==> config.mk <==
export PLATFORM = sky130hd
export DESIGN_NAME = ibex_alu_issue
export DESIGN_NICKNAME = d
export VERILOG_FILES = /design/src/rtl/ibex_pkg.sv /design/src/rtl/ibex_alu_issue.sv
export SDC_FILE = /design/constraint.sdc
export NUM_CORES = 1
export LEC_CHECK = 0
export ABC_AREA = 1
export CAP_MARGIN = 40
export CELL_PAD_IN_SITES_DETAIL_PLACEMENT = 1
export CELL_PAD_IN_SITES_GLOBAL_PLACEMENT = 2
export CORE_MARGIN = 2
export CORE_UTILIZATION = 24
export DETAILED_ROUTE_END_ITERATION = 16
export GPL_TIMING_DRIVEN = 0
export HOLD_SLACK_MARGIN = 0.15
export PLACE_DENSITY = 0.9
export REMOVE_ABC_BUFFERS = 1
export SYNTH_ARGS = -nofsm -noshare
export SYNTH_HDL_FRONTEND = slang
export SYNTH_SLANG_ARGS = --single-unit
==> constraint.sdc <==
create_clock -name clk_i -period 3.2 [get_ports clk_i]
set_clock_uncertainty 0.2 [all_clocks]
set_input_delay 0.48 -clock clk_i [delete_from_list [all_inputs] [get_ports clk_i]]
set_output_delay 0.48 -clock clk_i [all_outputs]
set_load 0.005 [all_outputs]
==> src/rtl/ibex_pkg.sv <==
// rtl/ibex_pkg.sv - shared ALU operator, RV32B and issue-state types plus operator cycle count
package ibex_pkg;

  typedef enum integer {
    RV32BNone,
    RV32BBalanced,
    RV32BOTEarlGrey,
    RV32BFull
  } rv32b_e;

  typedef enum logic [6:0] {
    ALU_ADD,
    ALU_SUB,
    ALU_AND,
    ALU_OR,
    ALU_XOR,
    ALU_SLT,
    ALU_ROR,
    ALU_ROL,
    ALU_CMIX,
    ALU_CMOV,
    ALU_FSL,
    ALU_FSR
  } alu_op_e;

  typedef enum logic [1:0] {
    IDLE,
    EXEC,
    RESP
  } issue_state_e;

  // Ternary and rotate operators need a second pass through the ALU when bitmanip is present.
  function automatic logic [1:0] alu_op_cycles(alu_op_e op, rv32b_e rv32b);
    logic [1:0] n;
    n = 2'd1;
    if (rv32b != RV32BNone) begin
      case (op)
        ALU_CMOV, ALU_CMIX, ALU_FSL, ALU_FSR, ALU_ROL, ALU_ROR: n = 2'd2;
        default: n = 2'd1;
      endcase
    end
    return n;
  endfunction

endpackage

==> src/rtl/ibex_alu_issue.sv <==
// rtl/ibex_alu_issue.sv - issue/response wrapper sequencing single- and multi-cycle ALU operations
module ibex_alu_issue
  import ibex_pkg::*;
#(
  parameter rv32b_e RV32B = RV32BNone
) (
  input  logic             clk_i,
  input  logic             rst_ni,
  input  logic             req_valid_i,
  output logic             req_ready_o,
  input  alu_op_e          req_op_i,
  input  logic [31:0]      req_a_i,
  input  logic [31:0]      req_b_i,
  input  logic             flush_i,
  output alu_op_e          alu_operator_o,
  output logic [31:0]      alu_operand_a_o,
  output logic [31:0]      alu_operand_b_o,
  output logic             alu_instr_first_cycle_o,
  output logic [1:0][31:0] alu_imd_val_q_o,
  input  logic [1:0]       alu_imd_val_we_i,
  input  logic [1:0][31:0] alu_imd_val_d_i,
  input  logic [31:0]      alu_result_i,
  input  logic             alu_cmp_result_i,
  output logic             rsp_valid_o,
  input  logic             rsp_ready_i,
  output logic [31:0]      rsp_result_o,
  output logic             rsp_cmp_o,
  output logic             busy_o
);

  issue_state_e state_q, state_d;
  logic [1:0]   cnt_q, cnt_d;
  logic [1:0]   len_q, len_d;
  logic         accept;
  logic         capture;

  always_comb begin
    state_d = state_q;
    cnt_d   = cnt_q;
    len_d   = len_q;
    capture = 1'b0;

    req_ready_o = !flush_i && ((state_q == IDLE) || ((state_q == RESP) && rsp_ready_i));
    accept      = req_valid_i && req_ready_o;

    case (state_q)
      EXEC: begin
        if (cnt_q == len_q - 2'd1) begin
          capture = 1'b1;
          state_d = RESP;
        end else begin
          cnt_d = cnt_q + 2'd1;
        end
      end
      RESP: begin
        if (rsp_ready_i) state_d = IDLE;
      end
      default: state_d = IDLE;
    endcase

    // Acceptance in RESP overrides the return to IDLE, giving a bubble-free hand-off.
    if (accept) begin
      state_d = EXEC;
      cnt_d   = 2'd0;
      len_d   = alu_op_cycles(req_op_i, RV32B);
    end

    if (flush_i) begin
      state_d = IDLE;
      cnt_d   = 2'd0;
      capture = 1'b0;
    end
  end

  always_ff @(posedge clk_i or negedge rst_ni) begin
    if (!rst_ni) begin
      state_q <= IDLE;
      cnt_q   <= 2'd0;
      len_q   <= 2'd1;
    end else begin
      state_q <= state_d;
      cnt_q   <= cnt_d;
      len_q   <= len_d;
    end
  end

  always_ff @(posedge clk_i or negedge rst_ni) begin
    if (!rst_ni) begin
      alu_operator_o  <= ALU_ADD;
      alu_operand_a_o <= 32'd0;
      alu_operand_b_o <= 32'd0;
      rsp_result_o    <= 32'd0;
      rsp_cmp_o       <= 1'b0;
      alu_imd_val_q_o <= '0;
    end else begin
      if (accept) begin
        alu_operator_o  <= req_op_i;
        alu_operand_a_o <= req_a_i;
        alu_operand_b_o <= req_b_i;
      end
      if (capture) begin
        rsp_result_o <= alu_result_i;
        rsp_cmp_o    <= alu_cmp_result_i;
      end
      // Intermediate writes only count while an operation is executing and not being aborted.
      if ((state_q == EXEC) && !flush_i) begin
        for (int i = 0; i < 2; i++) begin
          if (alu_imd_val_we_i[i]) alu_imd_val_q_o[i] <= alu_imd_val_d_i[i];
        end
      end
    end
  end

  assign alu_instr_first_cycle_o = (state_q == EXEC) && (cnt_q == 2'd0);
  assign rsp_valid_o             = (state_q == RESP);
  assign busy_o                  = (state_q != IDLE);

endmodule

==> impl_results.md, run 1 <==
- Status: finished clean
- Worst hold path endpoint: alu_imd_val_q_o[49]
- Fraction of layout cells with a size suffix above 1: 4.29%
- Total Power: approximately 6.7 mW
- GRT overflow: 0
- Area Overhead vs Synth: 65.3%
- Internal: 4.89 mW
- Reg power frac: around 43%
- FMAX: between 300 and 400 MHz
- DIE HEIGHT: around 170 um
- Drt pass-1 iters: 4
- Global-route wire length before repair: approximately 38000 um
- Startpoint types: flop
- Final period util: 93.1%
- Max_cap viols: 0
- Total number of vias: 6385
- IO Pins: 347
- Die Area: around 30000 sq um
- Largest net degree at the start of global routing: 92
- CTS tree: built
- All-layer global routing usage: between 10% and 20%
- Core ar.: between 20000 and 30000 sq um
- Vias in the first global route: 6815
- Fin cells: approximately 1500
- Rows: 61
- Setup violations, final: 0
- Clock Path Buffers: 2
- Cts bufs inserted: 17
- Critical Path AT: 2300 ps
- Placed insts: between 1000 and 1500
- Total leakage power: 5.40 nW
- Post-synthesis register bit count: 172
- Commonest non-fill, non-tap cell in the layout: clkdlybuf4s50_1
- Routed Antenna Nets: 0
- Clock slew at reported path FFs: 60 ps
- Netlist cell types: 22
- DP Wirelength: about 17000 um
- Hold Path Stages: 2
- Power density cells: 589 nW/um^2
- IO Port Bufs: between 300 and 400
- Slew HR: 41.6%
- Reg2Reg Depth: 7
- Worst Tran Pin Value: 876 ps
- Crit. End Element: output pin
- Fin. max-slew vios: 0
- Period minus WS final: 2980 ps
- Leading cell types in the layout, fill and taps excluded: clkdlybuf4s50_1, nand2_1, dfrtp_1
- Gpl congestion: 0.749
- Clock latency on the worst-skew pair: 410 ps
- Net switching power: 1.80 mW
- Vias per cell: roughly 4.3
- Comb power frac: a little over a quarter
- YS warnings: 0
- Die width: between 150 and 200 um
- Sw Share: 26.9%
- RSZ-0062 raised after global routing: false
- Worst r2r src: state_q[1]
- WP data required: 2520 ps
- WL final: 23900 um
- Layout net count: 1258
- CTS resizes: 0
- R2R Setup Slk: slightly below 900 ps
- Post-Syn Instances: between 700 and 800
- Worst r2r dst: rsp_result_o[7]
- 1st-iter DRT viols: 253
- Hold Startpoint: alu_imd_val_q_o[49]
- Num Clock Sinks: 172
- Final hold violations: 0
- Min-delay worst type: flop to flop
- Final setup TNS: 0 ps
- Largest fanout on the critical path: 17
- Worst setup path class: flop to output pin
- Clock Power Share: 30.6%
- Per-cell routed wire length: 16.2 um
- Initial antenna violation count: 1
- Root Buffer: clkbuf_16
- Syn avg cell area: 9.13 sq um
- Sequential element share of the synthesized area: 62.8%
- Remaining DRCs: 0
- Initial Util: between 20% and 30%
- Htree depth: 4
- Peak VDD IR: 244 uV
- Post-Syn Area: 6860 sq um
==> state kept, by name, summed over array words and instances (netlist names) <==
signal and count:
alu_imd_val_q_o 64, alu_operand_a_o 32, alu_operand_b_o 32, alu_operator_o 7, cnt_q 2, rsp_cmp_o 1
rsp_result_o 32, state_q 2
==> timing repair <==
item	CTS	global route
pin swaps	1	1
setup endpoints to repair	1	1
setup buffers	0	0
hold endpoints to repair	81	0
hold buffers	1	0
cloned	0	1
==> cell families (layout without fill, tap and decap cells) <==
kind of cell             count (synthesis)  after routing  share of synthesized area [%]
other                                    0              1                              0
adder cells (fa/ha/maj)                  1              1                          0.182
AO/OA/AOI/OAI                           73             73                           5.36
flip-flops                             172            172                           62.8
AND/OR/NAND/NOR                        382            383                           23.2
buffers and inverters                  123            466                           8.52
==> per-layer routing <==
metal	global-route usage, %	share of wire [%]	up-vias
met5	0	0	-
met4	3.99	1.4	0
met2	27.3	49	244
met3	6.31	8.0	17
met1	19.0	42	3112
li1	-	-	3012
==> per-stage QoR <==
step                worst slack [ps]  cell area (sq um)  util, %  hold slack (ps)
global route                    76.2              11300     40.6              293
finish                           222              11300     40.6              269
global placement               -6350              10500     37.6              252
CTS                             3.20              11300     40.6              274
detailed placement               291              10700     38.5              258
floorplan                        361               6560        -            -15.6
==> cells in the mapped netlist <==
| cell | n | area (sq um) |
|---|---|---|
| buf_2 | 14 | 70.1 |
| o21ai_0 | 33 | 165 |
| buf_1 | 1 | 3.75 |
| dfrtp_1 | 172 | 4300 |
| inv_2 | 1 | 3.75 |
| or2_2 | 1 | 6.26 |
| buf_6 | 6 | 67.6 |
| nand3_2 | 1 | 10.0 |
| o31ai_1 | 1 | 7.51 |
| nand4_1 | 4 | 25.0 |
| and2_1 | 1 | 6.26 |
| buf_4 | 16 | 120 |
| ha_1 | 1 | 12.5 |
| clkbuf_1 | 9 | 33.8 |
| nand2_1 | 271 | 1020 |
| nor2_2 | 1 | 6.26 |
| inv_1 | 76 | 285 |
| o21ai_1 | 39 | 195 |
| nand2_2 | 1 | 6.26 |
| nor2_1 | 3 | 11.3 |
| nand3_1 | 98 | 490 |
| nor2_4 | 1 | 11.3 |
==> critical path, stage by stage, from the launching register on <==
cell             delay [ps]
dfrtp_1                 390
inv_1                    80
ha_1                    190
inv_1                   140
nor2_4                  470
clkdlybuf4s50_1         610
==> cell type report <==
class / count / area, sq um
Clock buffer: 24 / 492
Sequential cell: 172 / 4300
Fill cell: 3215 / 16600
Tap cell: 378 / 473
Timing Repair Buffer: 357 / 3710
Antenna cell: 1 / 2.50
Inverter: 77 / 289
Multi-Input combinational cell: 457 / 1990
Clock inverter: 8 / 85.1
==> power by group through the flow <==
stage	clock network [mW]	registers [mW]	logic, mW
after floorplan	0	2.91	0.388
after global placement	0	2.86	1.76
after detailed placement	0	2.88	1.83
after CTS	2.14	2.85	1.83
after global routing	2.22	2.90	1.98
final	2.04	2.84	1.80
==> worst max-delay path by stage <==
stage                              endpoint  slack [ps]      from
global route        alu_instr_first_cycle_o          80  cnt_q[0]
detailed placement      alu_operand_a_o[12]         290   flush_i
CTS                 alu_instr_first_cycle_o           3  cnt_q[0]
global placement         alu_operand_b_o[5]       -6350    rst_ni
floorplan               alu_operand_a_o[12]         360   flush_i
finish              alu_instr_first_cycle_o         220  cnt_q[0]
(Power assumes the default switching activity.)
==> run 2, diff against run 1 <==
Settings changed: SLEW_MARGIN from default to 20.
==> run 2 against run 1 <==
  * Non-clock buffer count is 4 lower
  * Cell count shrank 0.34%
  * Fmax is 4.0% higher
  * Hold slack worse by 1.4 ps
  * Highest routed layer unchanged
  * Sequential cell count stayed put
  * Sequential power hardly changed
  * Design area is 0.78% lower
  * Die area unchanged
  * Critical path depth stayed put
  * Wire length is 1.4% lower
  * Register-to-register slack improved by 70 ps
==> impl_results.md, run 2 (same netlist as run 1, synthesis figures left out) <==
- Largest net degree at the start of global routing: 91 (-1.1%)
- Net switching power: 1.81 mW (+0.95%)
- Drt pass-1 iters: 4 (unchanged)
- Core ar.: 27900 sq um (unchanged)
- Clock Power Share: 31.3% (+0.7 points)
- WL final: 23500 um (-1.4%)
- WL met3: 1980 um (+2.9%)
- Peak VDD IR: 245 uV (+0.62%)
- Clock slew at reported path FFs: 60 ps (about the same)
- Total number of vias: 6321 (-1.0%)
- Fin cells: 1469 (-0.34%)
- Hold Path Stages: 2 (unchanged)
- Final worst slack: 335 ps (+114 ps)
- Root Buffer: clkbuf_16
- Critical path depth: 5 (unchanged)
- IO Port Bufs: 346 (unchanged)
- Final hold violations: 0 (unchanged)
- Gpl congestion: 0.749 (unchanged)
- CP top delay family: buffers and inverters
- 1st-iter DRT viols: 295 (+17%)
- Critical Path AT: 2180 ps (-120 ps)
- Vias per cell: 4.30 (-0.67%)
- Fillers: 3235 (+0.62%)
- Reg power frac: 42.2% (-0.3 points)
- Cts bufs inserted: 17 (unchanged)
- Status: finished clean
- Slew HR: 51.9% (+10 points)
- Die Area: 29900 sq um (unchanged)
- Initial Util: 24.6% (unchanged)
- Min-delay worst type: flop to flop
- Num Clock Sinks: 172 (unchanged)
- Worst Tran Pin Value: 721 ps (-154 ps)
- Per-cell routed wire length: 16.0 um (-1.1%)
- Clock latency on the worst-skew pair: 420 ps (about the same)
- Vias in the first global route: 6786 (-0.43%)
- Largest fanout on the critical path: 15 (-2)
- Setup repair bufs after CTS: 0 (unchanged)
- Layout net count: 1253 (-0.40%)
- Comb power frac: 26.5% (-0.4 points)
- Initial antenna violation count: 1 (unchanged)
- Crit path largest cell delay: 600 ps (about the same)
- Reg2Reg Depth: 6 (-1)
- Placed insts: 1435 (-0.28%)
- Max_cap viols: 0 (unchanged)
- DP Wirelength: 16900 um (-2.8%)
- Place WS: 286 ps (-4.81 ps)
- All-layer global routing usage: 15.9% (-0.17 points)
- Worst hold margin: 268 ps (-1.35 ps)
- WP buf/inv: 3 (unchanged)
- Final period util: 89.5% (-3.5 points)
- WP data required: 2520 ps (about the same)
- Leading cell types in the layout, fill and taps excluded: clkdlybuf4s50_1, nand2_1, dfrtp_1
- Max FFs per register: 64 (unchanged)
- Crit. End Element: output pin
- Worst setup path class: flop to output pin
- Critical path cell sequence: inv_1 > ha_1 > inv_1 > nor2_4 > clkdlybuf4s50_1
- Internal: 4.91 mW (+0.53%)
- Die width: 173 um (unchanged)
- Area Overhead vs Synth: 64.0%
- Fin. max-slew vios: 0 (unchanged)
- Largest reg by FF count: alu_imd_val_q_o
- Power density cells: 598 nW/um^2 (+1.4%)
- Sw Share: 26.9% (+0.082 points)
- Final setup TNS: 0 ps (unchanged)
- Routed Antenna Nets: 0 (unchanged)
- Fraction of layout cells with a size suffix above 1: 4.22% (-0.072 points)
- Clock Path Buffers: 2 (unchanged)
- Top Layer Used: met4
- Finished Cell Area: 11300 sq um (-0.78%)
- CTS tree: built
- IO Pins: 347 (unchanged)
- Placed Area: 10700 sq um (-0.82%)
- Period minus WS final: 2860 ps (-114 ps)
- Global-route wire length before repair: 37900 um (-1.0%)
- FMAX: 349 MHz (+4.0%)
- WL met2: 11200 um (-3.9%)
- CTS resizes: 0 (unchanged)
- Total Power: 6.73 mW (+0.65%)
- Final Util: 40.3% (-0.32 points)
- Htree depth: 4 (unchanged)
- GRT overflow: 0 (unchanged)
- Setup violations, final: 0 (unchanged)
- Total leakage power: 5.35 nW (-0.89%)
- Startpoint types: flop
- RSZ-0062 raised after global routing: false
- Critical-path top delay cell: clkdlybuf4s50_1
- DIE HEIGHT: 173 um (unchanged)
- Commonest non-fill, non-tap cell in the layout: clkdlybuf4s50_1
- Most used cell along the critical path: inv_1
- Remaining DRCs: 0 (unchanged)
- Rows: 61 (unchanged)
- M1 wire length: 10000 um (+0.43%)
run 2: cell types whose count changed in the layout (fill, tap and decap cells not counted), sizes merged:
cell / change
clkbuf: -1
nor2: -1
clkdlybuf4s50: -2
bufinv: +1
buf: -2
clkinv: -1
clkinvlp: +1
run 2: repair_timing:
action / CTS / global route
hold endpoints to repair: 82 / 0
hold buffers: 1 / 0
setup endpoints to repair: 0 / 0
run 2: power groups by stage:
stage | logic, mW | clock network, mW | registers (mW)
2_1_floorplan | 0.388 | 0 | 2.91
3_3_place_gp | 1.76 | 0 | 2.86
3_5_place_dp | 1.81 | 0 | 2.88
4_1_cts | 1.82 | 2.18 | 2.85
5_1_grt | 1.96 | 2.27 | 2.90
6_report | 1.78 | 2.11 | 2.84
run 2: worst paths after layout:
check | from | end | slack, ps
worst max-delay path | cnt_q[0] | alu_instr_first_cycle_o | 340
worst min-delay path | rsp_result_o[2] | rsp_result_o[2] | 270
worst max register to register | state_q[1] | alu_imd_val_q_o[31] | 950
worst min register to register | rsp_result_o[2] | rsp_result_o[2] | 270
max in group asynchronous | rst_ni | alu_operand_a_o[13] | 1450
min in group asynchronous | rst_ni | alu_imd_val_q_o[2] | 430
run 2: worst register-to-register path: stages, from the launching register on:
cell and delay (ps):
dfrtp_1 400, inv_1 110, nand2_2 110, nor2_4 450, nand2_2 560, nand2_1 230
nand2_1 80
run 2: layout make-up:
cell class	count	area (sq um)	share of cell area, %
well taps	378	473	4.20
inverters	77	289	2.57
repair buffers	353	3610	32.1
clock buffers	23	468	4.16
clock inverters	9	114	1.01
diodes	1	2.50	0.0222
multi-input cells	456	1990	17.7
flip-flops and latches	172	4300	38.3
run 2: metal layers:
layer | up-vias | global-route usage (%)
met5 | - | 0
met4 | 0 | 4.27
met3 | 19 | 6.22
met2 | 245 | 26.4
met1 | 3060 | 19.2
li1 | 2997 | -
